**src/rtl/hash_result_serializer.sv**
```systemverilog
`default_nettype none
// ============================================================================
// Module      : hash_result_serializer
// Description : Buffers 16-bit result words in a small FIFO and streams each
//               word out as two Avalon-ST byte beats (high byte first), with
//               a per-packet byte count and completion pulse.
// Revision    : 1.0 - initial release
// ============================================================================
module hash_result_serializer #(
    parameter int DEPTH   = 4,
    parameter int COUNT_W = 16
) (
    input  logic               clk,
    input  logic               reset_n,

    input  logic [15:0]        in_data,
    input  logic               in_valid,
    output logic               in_ready,
    input  logic               in_startofpacket,
    input  logic               in_endofpacket,

    output logic [7:0]         out_data,
    output logic               out_valid,
    input  logic               out_ready,
    output logic               out_startofpacket,
    output logic               out_endofpacket,

    output logic               pkt_done,
    output logic [COUNT_W-1:0] pkt_bytes
);

    localparam int                 c_PTR_W   = $clog2(DEPTH);
    localparam int                 c_OCC_W   = $clog2(DEPTH + 1);
    localparam int                 c_ENTRY_W = 18;
    localparam logic [c_PTR_W-1:0] c_PTR_ONE = c_PTR_W'(1);
    localparam logic [c_OCC_W-1:0] c_OCC_ONE = c_OCC_W'(1);
    localparam logic [c_OCC_W-1:0] c_OCC_MAX = c_OCC_W'(DEPTH);
    localparam logic [COUNT_W-1:0] c_CNT_ONE = COUNT_W'(1);
    localparam logic [COUNT_W-1:0] c_CNT_MAX = '1;

    typedef enum logic [1:0] {
        ST_IDLE = 2'd0,
        ST_HI   = 2'd1,
        ST_LO   = 2'd2
    } state_t;

    // FIFO entry layout: {sop, eop, data[15:0]}
    logic [c_ENTRY_W-1:0] r_mem [DEPTH];
    logic [c_PTR_W-1:0]   r_wr_ptr;
    logic [c_PTR_W-1:0]   r_rd_ptr;
    logic [c_OCC_W-1:0]   r_occ;

    state_t               r_state;
    logic                 r_out_valid;
    logic [7:0]           r_out_data;
    logic                 r_out_sop;
    logic                 r_out_eop;

    logic [COUNT_W-1:0]   r_cnt;
    logic [COUNT_W-1:0]   r_pkt_bytes;
    logic                 r_pkt_done;

    logic                 w_full;
    logic                 w_push;
    logic                 w_beat;
    logic                 w_pop;
    logic [c_OCC_W-1:0]   w_occ_next;
    logic [c_ENTRY_W-1:0] w_in_entry;
    logic [c_ENTRY_W-1:0] w_head;
    logic [c_ENTRY_W-1:0] w_follow;
    logic [COUNT_W-1:0]   w_cnt_inc;

    assign w_full     = (r_occ == c_OCC_MAX);
    assign in_ready   = reset_n & ~w_full;
    assign w_push     = in_valid & in_ready;
    assign w_beat     = r_out_valid & out_ready;
    assign w_pop      = w_beat & (r_state == ST_LO);
    assign w_in_entry = {in_startofpacket, in_endofpacket, in_data};
    assign w_head     = r_mem[r_rd_ptr];

    // Word that becomes head after a pop: the next stored entry, or the word
    // being written this cycle when the head was the only one stored.
    assign w_follow   = (r_occ > c_OCC_ONE) ? r_mem[r_rd_ptr + c_PTR_ONE] : w_in_entry;

    assign w_cnt_inc  = (r_cnt == c_CNT_MAX) ? r_cnt : r_cnt + c_CNT_ONE;

    always_comb begin
        w_occ_next = r_occ;
        case ({w_push, w_pop})
            2'b10:   w_occ_next = r_occ + c_OCC_ONE;
            2'b01:   w_occ_next = r_occ - c_OCC_ONE;
            default: w_occ_next = r_occ;
        endcase
    end

    always_ff @(posedge clk) begin
        if (w_push) begin
            r_mem[r_wr_ptr] <= w_in_entry;
        end
    end

    always_ff @(posedge clk or negedge reset_n) begin
        if (!reset_n) begin
            r_wr_ptr <= '0;
            r_rd_ptr <= '0;
            r_occ    <= '0;
        end else begin
            if (w_push) begin
                r_wr_ptr <= r_wr_ptr + c_PTR_ONE;
            end
            if (w_pop) begin
                r_rd_ptr <= r_rd_ptr + c_PTR_ONE;
            end
            r_occ <= w_occ_next;
        end
    end

    // IDLE is only ever occupied with an empty FIFO, so a push seen in IDLE
    // is the new head and its high byte can be presented directly.
    always_ff @(posedge clk or negedge reset_n) begin
        if (!reset_n) begin
            r_state     <= ST_IDLE;
            r_out_valid <= 1'b0;
            r_out_data  <= '0;
            r_out_sop   <= 1'b0;
            r_out_eop   <= 1'b0;
        end else begin
            case (r_state)
                ST_IDLE: begin
                    if (w_push) begin
                        r_state     <= ST_HI;
                        r_out_valid <= 1'b1;
                        r_out_data  <= in_data[15:8];
                        r_out_sop   <= in_startofpacket;
                        r_out_eop   <= 1'b0;
                    end
                end
                ST_HI: begin
                    if (w_beat) begin
                        r_state    <= ST_LO;
                        r_out_data <= w_head[7:0];
                        r_out_sop  <= 1'b0;
                        r_out_eop  <= w_head[16];
                    end
                end
                ST_LO: begin
                    if (w_beat) begin
                        if (w_occ_next != '0) begin
                            r_state    <= ST_HI;
                            r_out_data <= w_follow[15:8];
                            r_out_sop  <= w_follow[17];
                            r_out_eop  <= 1'b0;
                        end else begin
                            r_state     <= ST_IDLE;
                            r_out_valid <= 1'b0;
                            r_out_data  <= '0;
                            r_out_sop   <= 1'b0;
                            r_out_eop   <= 1'b0;
                        end
                    end
                end
                default: begin
                    r_state     <= ST_IDLE;
                    r_out_valid <= 1'b0;
                    r_out_data  <= '0;
                    r_out_sop   <= 1'b0;
                    r_out_eop   <= 1'b0;
                end
            endcase
        end
    end

    always_ff @(posedge clk or negedge reset_n) begin
        if (!reset_n) begin
            r_cnt       <= '0;
            r_pkt_bytes <= '0;
            r_pkt_done  <= 1'b0;
        end else begin
            r_pkt_done <= 1'b0;
            if (w_beat) begin
                if (r_out_eop) begin
                    r_pkt_bytes <= w_cnt_inc;
                    r_pkt_done  <= 1'b1;
                    r_cnt       <= '0;
                end else begin
                    r_cnt <= w_cnt_inc;
                end
            end
        end
    end

    assign out_valid         = r_out_valid;
    assign out_data          = r_out_data;
    assign out_startofpacket = r_out_sop;
    assign out_endofpacket   = r_out_eop;
    assign pkt_done          = r_pkt_done;
    assign pkt_bytes         = r_pkt_bytes;

endmodule
`default_nettype wire
```
**config.mk**
```make
export PLATFORM = sky130hd
export DESIGN_NAME = hash_result_serializer
export DESIGN_NICKNAME = d
export VERILOG_FILES = /design/src/rtl/hash_result_serializer.sv
export SDC_FILE = /design/constraint.sdc
export NUM_CORES = 1
export LEC_CHECK = 0
export CAP_MARGIN = 20
export CORE_MARGIN = 4
export CORE_UTILIZATION = 50
export CTS_CLUSTER_SIZE = 8
export DETAILED_ROUTE_END_ITERATION = 8
export HOLD_SLACK_MARGIN = 0.06
export PLACE_DENSITY = 0.71
export REMOVE_ABC_BUFFERS = 1
export SLEW_MARGIN = 5
export SYNTH_ARGS = -nofsm -noshare
export SYNTH_HDL_FRONTEND = slang
export SYNTH_SLANG_ARGS = --single-unit
```
**constraint.sdc**
```tcl
create_clock -name clk -period 6.3 [get_ports clk]
set_clock_uncertainty 0.2 [all_clocks]
set_input_delay 0.945 -clock clk [delete_from_list [all_inputs] [get_ports clk]]
set_output_delay 0.945 -clock clk [all_outputs]
set_load 0.05 [all_outputs]
```
==> run metrics, run 1 <==
ys async rst share=42.4%; Root Buffer=clkbuf_16; initial antenna violation count=0; # hold bufs at CTS=0; number of flops mapped to enable cells by yosys=72; Std-Cell Core Area=between 10000 and 15000 µm²; Synth area leader=edfxtp_1; Initial DRT Pass Iterations=4; Hold Crit Class=flop to flop; initial core utilization=between 50 and 60%; synthesized flop and latch total=around 130; ys flop type=edfxtp_1; Mean Syn Cell Area=13.4 µm²; 1st-iter DRT viols=about 250; later-pin clock latency in the skew report=410 ps; Reg clk slew, reported paths=roughly 60 ps; Final setup violation count=0; top cells by count, synth=edfxtp_1, dfrtp_1, nand2_1, o21ai_0, nor2_1; P per Cell Area=roughly 460 nW/µm²; Slew headroom=21.6%; worst r2r src=r_occ[0]; most frequent cell after synthesis=edfxtp_1; dpl hpwl=~7.3 mm; Synth warnings=0; DRC=0; register area=3490 µm²; cells on worst reg2reg path=10; CP startpoint kind=primary input; post-synthesis cell area=about 5600 µm²; critical path class=primary input to output pin; Port Buffers=50; Tcrit/Tclk final=59.2%; end of the worst hold path=pkt_bytes[8]; max-cap check violation count=0; Reg2Reg Setup Slack=3280 ps; vias in the first global route=3800; clk sink count=125; Yosys cell types=53; Cells after DPL=just under 600; # fillers=843; routability cong.=about 0.86; Total GRT Usage=approximately 19%; final WL=between 10 and 15 mm; P_leak=roughly 2.6 nW; CTS tree=built; status=finished, final reports clean; TNS Setup=0 ps; FF-to-FF End=out_data[1]; area occupied by multi-input gates=a little under 2000 µm²; first-pass GRT wire length=about 19 mm; # IOs=roughly 50; largest net degree at the start of global routing=56; Area Overhead vs Synth=22.1%; Post-CTS Setup Inserts=0; die span in x=114 µm; Final Hold Viols=0; Critical Path Sink Type=output pin; Final nets=about 500; layout cells sized above 1=14.0%; Crit Path Max Fanout=between 50 and 60; antenna violation net count after detailed routing=0; via count=~3.6k; worst hold path startpoint=pkt_bytes[8]; fin crit period=~3700 ps; Row Count=38; Num CTS Buffers=17; Slew Viols, Final=0; Worst EP required=5150 ps; RSZ-0062 raised after global routing=false; hold-critical path depth=2; clk buf depth=2; Final Non-Filler Cells=625; WL/cell=about 19 µm; sequential element share of the synthesized area=62.1%; Hold Slack=276 ps; worst path arrival time=2590 ps; die height=~110 µm; H-Tree Depth=4; grt total ovfl=0; die area=about 13000 µm²; Yosys top cell area share=38.5%; worst vdd rail ir drop=~0.23 mV; synth top area cells=edfxtp_1, dfrtp_1, mux4_2; synthesized netlist cell count=419; Post-CTS Resized=0; Achievable Freq=roughly 0.27 GHz; Antenna Cells=0; via-per-instance ratio=approximately 5.7; Least-Margin Pin Slew=1170 ps; final core occ=62.7%
==> registers in the layout, summed over array words and instances (netlist names) <==
register	cells
out_data	8
out_endofpacket	1
out_startofpacket	1
out_valid	1
pkt_bytes	16
pkt_done	1
r_cnt	16
r_mem	72
r_occ	3
r_rd_ptr	2
r_state	2
r_wr_ptr	2
==> placed cells by master, fill, tap and decap left out, types with 8 or more instances in the layout <==
| cell type | count |
|---|---|
| nor2_1 | 20 |
| nor3_1 | 8 |
| nand3_1 | 11 |
| nand2_1 | 44 |
| mux2i_1 | 10 |
| a31oi_1 | 12 |
| o211ai_1 | 8 |
| mux4_2 | 18 |
| ha_1 | 12 |
| dfrtp_1 | 53 |
| inv_1 | 10 |
| edfxtp_1 | 72 |
| a21oi_1 | 11 |
| a22oi_1 | 10 |
| o21ai_0 | 23 |
| clkbuf_16 | 17 |
| clkdlybuf4s50_1 | 49 |
| o31ai_1 | 9 |
==> metrics by stage <==
| step | power [mW] | area [µm²] | setup WS (ps) |
|---|---|---|---|
| after global placement | 2.07 | 6200 | 2430 |
| after global routing | 3.29 | 6850 | 2400 |
| after CTS | 3.12 | 6810 | 2490 |
| final | 3.12 | 6850 | 2570 |
| after floorplan | 1.79 | 5510 | 3310 |
| after detailed placement | 2.09 | 6200 | 2240 |
==> cell type report <==
class	instances	share of cell area, %
Clock buffer	18	6.26
Clock inverter	14	2.67
Inverter	11	0.603
Multi-Input combinational cell	261	28.9
Sequential cell	125	50.9
Tap cell	140	2.56
Timing Repair Buffer	56	8.14
==> critical path, stage by stage <==
cell,delay [ps]
buf_2,70
buf_4,540
and2_1,220
clkdlybuf4s50_1,790
==> where the power goes <==
part           internal (mW)  switching [mW]  leakage (nW)  total, mW
sequential              1.01           0.136          1.35       1.15
combinational          0.405           0.557         0.923      0.962
clock                  0.631           0.378         0.294       1.01
==> per-layer routing <==
| layer | up-vias | routed length (µm) | global-route usage (%) |
|---|---|---|---|
| met5 | - | 0 | 0 |
| met4 | 0 | 131 | 8.08 |
| met3 | 12 | 480 | 5.15 |
| met2 | 93 | 6260 | 32.9 |
| met1 | 1772 | 4770 | 23.6 |
| li1 | 1688 | - | - |
==> how the worst max path moves through the flow <==
stage	startpoint	endpoint	slack [ps]	cells after the start
floorplan	out_ready	out_data[0]	3310	9
global placement	reset_n	out_data[3]	2430	9
detailed placement	reset_n	out_data[6]	2240	9
CTS	reset_n	in_ready	2490	4
global route	reset_n	in_ready	2400	4
finish	reset_n	in_ready	2570	4
==> cell families (layout without fill, tap and decap cells) <==
logic type      Yosys count  count (layout)  share of synthesized area [%]
simple gates            116             116                           10.9
compound gates           94              94                           10.9
flops                   125             125                           62.1
mux                      28              28                           9.01
fa+ha+maj                12              12                           2.67
xor+xnor                 11              11                           1.72
buf+inv                  33              99                           2.63
Note: power is estimated with default switching activity, not from simulation.
==> inputs of run 2 (changes only) <==
--- a/config.mk
+++ b/config.mk
@@ -11,7 +11,7 @@
 export CTS_CLUSTER_SIZE = 8
 export DETAILED_ROUTE_END_ITERATION = 8
 export HOLD_SLACK_MARGIN = 0.06
-export PLACE_DENSITY = 0.71
+export PLACE_DENSITY = 0.74
 export REMOVE_ABC_BUFFERS = 1
 export SLEW_MARGIN = 5
 export SYNTH_ARGS = -nofsm -noshare
==> constraint.sdc (replaced) <==
create_clock -name clk -period 3.3 [get_ports clk]
set_clock_uncertainty 0.2 [all_clocks]
set_input_delay 0.495 -clock clk [delete_from_list [all_inputs] [get_ports clk]]
set_output_delay 0.495 -clock clk [all_outputs]
set_load 0.05 [all_outputs]
==> run 2 against run 1 <==
  * Via count rose by 3.1%
  * Non-clock buffer count rose by 11
  * Clock power rose by 68%
  * Die area did not move
  * Sequential share of layout area barely moved
  * Cell area barely moved
  * Final cell count rose by 1.8%
  * Flip-flop and latch count did not move
==> run metrics, run 2 (synthesis results as in run 1) <==
# IOs=51; Std-Cell Core Area=about 11000 µm²; Int Power=about 3.7 mW; total power=approximately 5.7 mW; max reg flops=72; Worst EP required=between 3000 and 4000 ps; Hold Crit Class=primary input to async pin; P_leak=approximately 2.6 nW; clk sink count=approximately 130; CP startpoint kind=flop; first-pass GRT wire length=about 19 mm; Total GRT Usage=roughly a fifth; register area=approximately 3500 µm²; Num CTS Buffers=17; Final Non-Filler Cells=636; layout cells sized above 1=between 15 and 20%; Critical Path Sink Type=flop; Hold Slack=a little over 60 ps; Post-CTS Setup Inserts=0; max-cap check violation count=0; clock network fraction of total power=between 20% and 30%; # hold bufs at CTS=0; Antenna Cells=0; clk buf depth=2; Initial DRT Pass Iterations=5; critical path class=flop to flop; Slew Viols, Final=0; via-per-instance ratio=slightly below 6; grt total ovfl=0; die span in x=about 110 µm; via count=roughly 3.7k; 1st-iter DRT viols=roughly 220; # fillers=between 800 and 900; later-pin clock latency in the skew report=between 400 and 500 ps; crit path buf inv count=1; Slowest-stage cell, CP=ha_1; Row Count=38; final WL=roughly 11 mm; Port Buffers=50; routability cong.=0.856; Worst Setup Slack, final=about 300 ps; Slew headroom=54.9%; pre-CTS setup slack=60.7 ps; Final Hold Viols=0; Cells after DPL=between 600 and 700; commonest non-fill, non-tap cell in the layout=edfxtp_1; Tcrit/Tclk final=90.9%; die area=13000 µm²; Area Overhead vs Synth=22.1%; CP delay by family, top=simple AND/OR/NAND/NOR gates; status=finished, final reports clean; fin crit period=between 2000 and 3000 ps; combinational fraction of design power=roughly a third; initial antenna violation count=0; worst vdd rail ir drop=just under 0.6 mV; TNS Setup=0 ps; vias in the first global route=3828; CP max stage delay=approximately 440 ps; antenna violation net count after detailed routing=0; DRC=0; Most flops, register=r_mem; die height=around 110 µm; Reg clk slew, reported paths=60 ps; CP dominant cell by count=ha_1; area occupied by multi-input gates=slightly below 2000 µm²; Final nets=517; Crit Path Max Fanout=10; worst path arrival time=roughly 3100 ps; Least-Margin Pin Slew=677 ps; Post-CTS Resized=0; P per Cell Area=835 nW/µm²; Reg power frac=about 37%; CTS tree=built; commonest non-fill, non-tap cells in the layout=edfxtp_1, dfrtp_1, clkdlybuf4s50_1; H-Tree Depth=4; largest net degree at the start of global routing=54; RSZ-0062 raised after global routing=false; Achievable Freq=between 0.3 and 0.4 GHz; WL/cell=between 15 and 20 µm; Root Buffer=clkbuf_16; critical path, cell by cell=inv_1, ha_1, nand2_1, nand3_1, ha_1, or2_2, o21ai_0, a211oi_1, nand2b_1, o211ai_1; switching share of power=between 30% and 40%; switching power=around 2 mW; initial core utilization=51.3%; Final setup violation count=0; dpl hpwl=7.26 mm
## run 2: cell count changes in the layout (fill, tap and decap cells not counted), sizes merged
cell      previous run  this run
bufinv               3         0
clkinvlp             2         3
clkinv               3         4
clkbuf              18        19
buf                  7        18
## run 2: routing by layer
layer  global-route usage, %  wire (µm)
met1                    24.2       4890
met4                    7.84        219
met3                    6.10        697
met2                    31.0       5600
met5                       0          0
## run 2: cell type report
| type | instances | share of cell area, % |
|---|---|---|
| clock buffers | 19 | 6.46 |
| clock inverters | 13 | 1.55 |
| inverters | 11 | 0.602 |
| multi-input cells | 261 | 28.8 |
| flip-flops and latches | 125 | 50.9 |
| well taps | 140 | 2.56 |
| repair buffers | 67 | 9.09 |
## run 2: stage by stage
stage               instance area (µm²)  utilization (%)
floorplan                          5510                -
global placement                   6300             57.7
detailed placement                 6300             57.7
CTS                                6850             62.7
global route                       6850             62.7
finish                             6850             62.7
## run 2: power groups by stage
stage	logic, mW	registers, mW	clock network (mW)
6_report	1.90	2.13	1.70
5_1_grt	2.07	2.16	1.81
4_1_cts	1.92	2.13	1.73
3_5_place_dp	1.91	2.15	0
3_3_place_gp	1.87	2.14	0
2_1_floorplan	0.899	2.51	0
## run 2: path summary, 6_finish.rpt
kind | startpoint | to | slack, ps | cells after the start
worst min register to register | pkt_bytes[6] | pkt_bytes[6] | 270 | 2
worst min-delay path | reset_n | r_cnt[5] | 60 | 2
worst max register to register | r_occ[0] | out_data[4] | 300 | 10
worst max-delay path | r_occ[0] | out_data[4] | 300 | 10
min in group clk | pkt_bytes[6] | pkt_bytes[6] | 270 | 2
max in group asynchronous | reset_n | r_cnt[13] | 2390 | 2
## run 2: worst register-to-register path, stage by stage (launching register included)
cell and delay, ps:
dfrtp_1 410, inv_1 100, ha_1 200, nand2_1 70, nand3_1 250, ha_1 440
or2_2 290, o21ai_0 220, a211oi_1 110, nand2b_1 360, o211ai_1 280
